`config.mk`:
```
export PLATFORM = sky130hd
export DESIGN_NAME = seq_shifter
export DESIGN_NICKNAME = d
export VERILOG_FILES = /design/src/rtl/seq_shifter.sv
export SDC_FILE = /design/constraint.sdc
export NUM_CORES = 1
export LEC_CHECK = 0
export CORE_MARGIN = 4
export CORE_UTILIZATION = 45
export CTS_BUF_LIST = sky130_fd_sc_hd__clkbuf_8
export DETAILED_ROUTE_END_ITERATION = 8
export PLACE_DENSITY_LB_ADDON = 0.12
export SYNTH_ARGS = -nofsm -noshare
export SYNTH_HDL_FRONTEND = slang
export SYNTH_SLANG_ARGS = --single-unit
```
`constraint.sdc`:
```
create_clock -name clk -period 2.2 [get_ports clk]
set_input_delay 0.55 -clock clk [delete_from_list [all_inputs] [get_ports clk]]
set_output_delay 0.55 -clock clk [all_outputs]
set_load 0.05 [all_outputs]
```
`src/rtl/seq_shifter.sv`:
```
// seq_shifter: iterative shift/rotate unit, one bit position per clock.
// Request accepted on in_valid & in_ready, result presented on out_valid
// and held until out_ready. Supports SHL/SHR/SAR/ROL/ROR with a multi-bit
// step count; counts >= WIDTH are executed literally, step by step.
module seq_shifter #(
    parameter int WIDTH = 8,
    parameter int AMT_W = $clog2(WIDTH) + 1
) (
    input  logic             clk,
    input  logic             reset_n,
    input  logic             in_valid,
    output logic             in_ready,
    input  logic [2:0]       cmd,
    input  logic [AMT_W-1:0] amt,
    input  logic [WIDTH-1:0] data_in,
    output logic             out_valid,
    input  logic             out_ready,
    output logic [WIDTH-1:0] result,
    output logic             carry,
    output logic             zero
);

    localparam logic [2:0] CMD_NONE = 3'd0;
    localparam logic [2:0] CMD_SHL  = 3'd1;
    localparam logic [2:0] CMD_SHR  = 3'd2;
    localparam logic [2:0] CMD_ROL  = 3'd3;
    localparam logic [2:0] CMD_ROR  = 3'd4;
    localparam logic [2:0] CMD_SAR  = 3'd5;

    localparam logic [AMT_W-1:0] CNT_ZERO = {AMT_W{1'b0}};
    localparam logic [AMT_W-1:0] CNT_ONE  = {{(AMT_W-1){1'b0}}, 1'b1};

    typedef enum logic [1:0] {
        ST_IDLE  = 2'd0,
        ST_SHIFT = 2'd1,
        ST_DONE  = 2'd2
    } state_t;

    state_t             state_r;
    state_t             state_nxt_s;
    logic [AMT_W-1:0]   cnt_r;
    logic [AMT_W-1:0]   cnt_nxt_s;
    logic [2:0]         cmd_r;
    logic [2:0]         cmd_nxt_s;
    logic [WIDTH-1:0]   result_r;
    logic [WIDTH-1:0]   result_nxt_s;
    logic               carry_r;
    logic               carry_nxt_s;
    logic               zero_r;
    logic               out_valid_r;
    logic               out_valid_nxt_s;
    logic               in_ready_r;
    logic               in_ready_nxt_s;
    logic               accept_s;
    logic               is_noop_s;
    logic               last_step_s;
    logic [WIDTH:0]     step_s;

    // One single-bit step: returns {carry_out, new_value}.
    function automatic logic [WIDTH:0] step_f(input logic [2:0] op,
                                              input logic [WIDTH-1:0] r);
        logic [WIDTH:0] res;
        case (op)
            CMD_SHL: res = {r[WIDTH-1], r[WIDTH-2:0], 1'b0};
            CMD_SHR: res = {r[0], 1'b0, r[WIDTH-1:1]};
            CMD_SAR: res = {r[0], r[WIDTH-1], r[WIDTH-1:1]};
            CMD_ROL: res = {r[WIDTH-1], r[WIDTH-2:0], r[WIDTH-1]};
            CMD_ROR: res = {r[0], r[0], r[WIDTH-1:1]};
            default: res = {1'b0, r};
        endcase
        return res;
    endfunction

    assign accept_s    = (state_r == ST_IDLE) && in_valid;
    assign is_noop_s   = (cmd == CMD_NONE) || (cmd > CMD_SAR) || (amt == CNT_ZERO);
    assign last_step_s = (state_r == ST_SHIFT) && (cnt_r == CNT_ONE);
    assign step_s      = step_f(cmd_r, result_r);

    // State register.
    always_ff @(posedge clk or negedge reset_n) begin
        if (!reset_n) begin
            state_r <= ST_IDLE;
        end else begin
            state_r <= state_nxt_s;
        end
    end

    // Next-state logic: IDLE -> SHIFT/DONE on accept, SHIFT -> DONE on last step,
    // DONE -> IDLE once the presented result has been taken.
    always_comb begin
        state_nxt_s = state_r;
        case (state_r)
            ST_IDLE: begin
                if (accept_s) begin
                    if (is_noop_s) begin
                        state_nxt_s = ST_DONE;
                    end else begin
                        state_nxt_s = ST_SHIFT;
                    end
                end else begin
                    state_nxt_s = ST_IDLE;
                end
            end
            ST_SHIFT: begin
                if (cnt_r == CNT_ONE) begin
                    state_nxt_s = ST_DONE;
                end else begin
                    state_nxt_s = ST_SHIFT;
                end
            end
            ST_DONE: begin
                if (out_valid_r && out_ready) begin
                    state_nxt_s = ST_IDLE;
                end else begin
                    state_nxt_s = ST_DONE;
                end
            end
            default: state_nxt_s = ST_IDLE;
        endcase
    end

    // Handshake outputs, computed one cycle ahead so they can be registered.
    // out_valid rises with the final step, or one cycle after entering DONE
    // directly, giving a latency of max(amt,1) edges.
    always_comb begin
        in_ready_nxt_s  = (state_nxt_s == ST_IDLE);
        out_valid_nxt_s = 1'b0;
        if (out_valid_r) begin
            out_valid_nxt_s = !out_ready;
        end else if (last_step_s || (state_r == ST_DONE)) begin
            out_valid_nxt_s = 1'b1;
        end else begin
            out_valid_nxt_s = 1'b0;
        end
    end

    // Datapath next values: latch operands on accept, step while shifting, hold otherwise.
    always_comb begin
        result_nxt_s = result_r;
        carry_nxt_s  = carry_r;
        cnt_nxt_s    = cnt_r;
        cmd_nxt_s    = cmd_r;
        if (accept_s) begin
            result_nxt_s = data_in;
            carry_nxt_s  = 1'b0;
            cmd_nxt_s    = cmd;
            if (is_noop_s) begin
                cnt_nxt_s = CNT_ZERO;
            end else begin
                cnt_nxt_s = amt;
            end
        end else if (state_r == ST_SHIFT) begin
            result_nxt_s = step_s[WIDTH-1:0];
            carry_nxt_s  = step_s[WIDTH];
            cnt_nxt_s    = cnt_r - CNT_ONE;
        end else begin
            result_nxt_s = result_r;
            carry_nxt_s  = carry_r;
        end
    end

    // Datapath and handshake registers.
    always_ff @(posedge clk or negedge reset_n) begin
        if (!reset_n) begin
            result_r    <= {WIDTH{1'b0}};
            carry_r     <= 1'b0;
            cnt_r       <= CNT_ZERO;
            cmd_r       <= CMD_NONE;
            out_valid_r <= 1'b0;
            in_ready_r  <= 1'b1;
        end else begin
            result_r    <= result_nxt_s;
            carry_r     <= carry_nxt_s;
            cnt_r       <= cnt_nxt_s;
            cmd_r       <= cmd_nxt_s;
            out_valid_r <= out_valid_nxt_s;
            in_ready_r  <= in_ready_nxt_s;
        end
    end

    // Zero flag captured as the result is first presented; held while waiting.
    always_ff @(posedge clk or negedge reset_n) begin
        if (!reset_n) begin
            zero_r <= 1'b0;
        end else if (out_valid_nxt_s && !out_valid_r) begin
            zero_r <= (result_nxt_s == {WIDTH{1'b0}});
        end else begin
            zero_r <= zero_r;
        end
    end

    assign in_ready  = in_ready_r;
    assign out_valid = out_valid_r;
    assign result    = result_r;
    assign carry     = carry_r;
    assign zero      = zero_r;

endmodule

```
==> results_dict.tcl <==
set metrics [dict create \
    cp_top_family "buffers and inverters" \
    ioPinCount 31 \
    yosysSeqAreaShare 0.417 \
    clk_pin_slew_ps 80 \
    yosysTopAreaCell "dfrtp_1" \
    gp_congestion 0.907 \
    fin_crit_sh 0.964 \
    yosysTopAreaCellShare 0.396 \
    postSynthAreaPerCell_um2 9.42 \
    slew_headroom 0.606 \
    synth_fp_nets 155 \
    irDropWorstVdd_uv 1060 \
    cp.required_ps 1650 \
    yosys_register_bits 21 \
    cp_num_cells 1 \
    synth-main-ff-cell "dfrtp_1" \
    crit_chain "clkdlybuf4s50_1" \
    rsz0062_at_grt "false" \
    tightest_slew_ps 589 \
    port_buffers 30 \
    hold_class "reg2reg" \
    h-tree-depth 1 \
    hold-path-cell-count 1 \
    cts-buffers-inserted 3 \
    vias 1201 \
    crit_arrival_ps 1570 \
    routed_via_density 5.89 \
    row_count 18 \
    grt_max_degree 22 \
    skew_ps 8.34 \
    drc 0 \
    drt-initial-drc-count 50 \
    crit_path_start_kind "flip-flop" \
    first_pass_iters 4 \
    yosysWarnings 0 \
    synthArstFlopShare 1.00 \
    endpoint_kind "output pin" \
    clock-root-buffer "clkbuf_8" \
    finalCriticalPeriod_ps 2120 \
    worstPathMaxFanout 5 \
    die_area_um2 3720 \
    fin_area_um2 1730 \
    setup-violations-final 0 \
    clock_path_buffers 2 \
    status "finished clean" \
    crit_type "reg2out" \
    hold_viol_final 0 \
    syn_to_final_growth_pct 37.3 \
    start_util 0.492 \
    fmax_mhz 472 \
    clkLatencyLatePin_ps 260 \
    synth.distinct_cells 40 \
    slowest_delay_ps 850 \
    place_area_um2 1650 \
    overflow 0 \
    p_leak_uw 0.000721 \
    antenna_left 0 \
    yosys-top-cells-area "dfrtp_1 40%, a21oi_1 4.8%, o22ai_1 4.5%" \
    critPathBufInv 1 \
    synth_edf_count 0 \
    core-area_um2 2570 \
    clock_sinks 21 \
    worst_path_max_delay_cell "clkdlybuf4s50_1" \
    antenna_found_initial 0 \
    drt_wl_total_um 3400 \
    grt_pass1_vias 1240 \
    total_power_uw 2910 \
    nets 196 \
    layout-drive-gt1-share 0.184 \
    ctsHoldBuffers 0 \
    r2r_cells 6 \
    grt_usage 0.202 \
    final_common_cell "clkdlybuf4s50_1" \
    syn_inst 134 \
    whs_ps 527 \
    slew_violations 0 \
    die_x_um 61.0 \
    synth_area_um2 1260 \
    place_hpwl_um 2640 \
    fill_cells 220 \
    chipHeight_um 61.0 \
    cts_tree "built" \
    power.density_nw_per_um2 1680 \
    maxCapViolCount 0 \
    wl_per_cell_um 16.7 \
    final_cell_mix "28 x clkdlybuf4s50_1, 19 x dfrtp_1, 13 x nor2_1, 13 x buf_4, 11 x a21oi_1" \
    grt_pass1_wl_um 5560 \
    diodes 0 \
]
[logic make-up (layout without fill, tap and decap cells)]
| group | after synthesis | in the layout | share of synthesized area |
|---|---|---|---|
| buffers and inverters | 16 | 56 | 0.0624 |
| flip-flops | 21 | 21 | 0.417 |
| adder cells (fa/ha/maj) | 2 | 2 | 0.0198 |
| AND/OR/NAND/NOR | 43 | 43 | 0.179 |
| AO/OA/AOI/OAI | 48 | 48 | 0.286 |
| multiplexers | 4 | 4 | 0.0347 |
[flip-flops by register name, indices dropped and copies added (netlist names)]
register	cells
in_ready	1
cnt_r	4
zero	1
result	8
carry	1
cmd_r	3
state_r	2
out_valid	1
[per-stage QoR]
| stage | setup TNS (ps) | instances | utilization | worst slack (ps) |
|---|---|---|---|---|
| 2_1_floorplan | 0 | 134 | - | 182 |
| 3_3_place_gp | -669 | 200 | 0.643 | -357 |
| 3_5_place_dp | -969 | 200 | 0.643 | -482 |
| 4_1_cts | 0 | 204 | 0.669 | 15.6 |
| 5_1_grt | 0 | 204 | 0.675 | 1.16 |
| 6_report | 0 | 204 | 0.675 | 79.5 |
[final timing paths]
path | to | from | slack (ps)
max in group asynchronous | in_ready | reset_n | 1300
min reg2reg | carry | carry | 530
min | carry | carry | 530
max | result[5] | result[5] | 80
min in group asynchronous | result[4] | reset_n | 630
max reg2reg | zero | state_r[1] | 90
[synthesized netlist by cell type (all sizes together), types with 2 or more instances]
library cell / count
nor2b: 3
o22ai: 10
ha: 2
nand2b: 7
inv: 9
dfrtp: 20
nor4: 2
mux2: 3
a21oi: 12
nor3: 5
nand3b: 2
nor2: 13
o31ai: 2
a22oi: 2
a221oi: 2
o31a: 2
buf: 5
a211oi: 4
o21ai: 4
and2: 3
or4: 2
nand2: 4
clkbuf: 2
[where the power goes]
part	internal, uW	switching [uW]
registers	584	265
clock network	126	129
logic	747	1060
total	1460	1450
[what timing repair did]
item                                    CTS  global route
endpoints found under the setup margin    1             1
endpoints found under the hold margin     0             0
pin swaps                                 3             0
resized for setup                         6             3
buffers inserted                          0             0
[per-layer routing]
layer	share of wire	global-route usage	up-vias
met4	0.025	0.0743	0
met3	0.038	0.0298	12
li1	-	-	579
met1	0.44	0.262	572
met5	0	0	-
met2	0.49	0.339	38
[cell type report]
type | count | area, um^2 | area share
Tap cell | 30 | 37.5 | 0.0217
Timing Repair Buffer | 43 | 398 | 0.230
Sequential cell | 21 | 528 | 0.305
Inverter | 9 | 33.8 | 0.0195
Multi-Input combinational cell | 97 | 689 | 0.398
Clock buffer | 3 | 41.3 | 0.0238
Clock inverter | 1 | 5.00 | 0.00289
(Power assumes the default switching activity.)
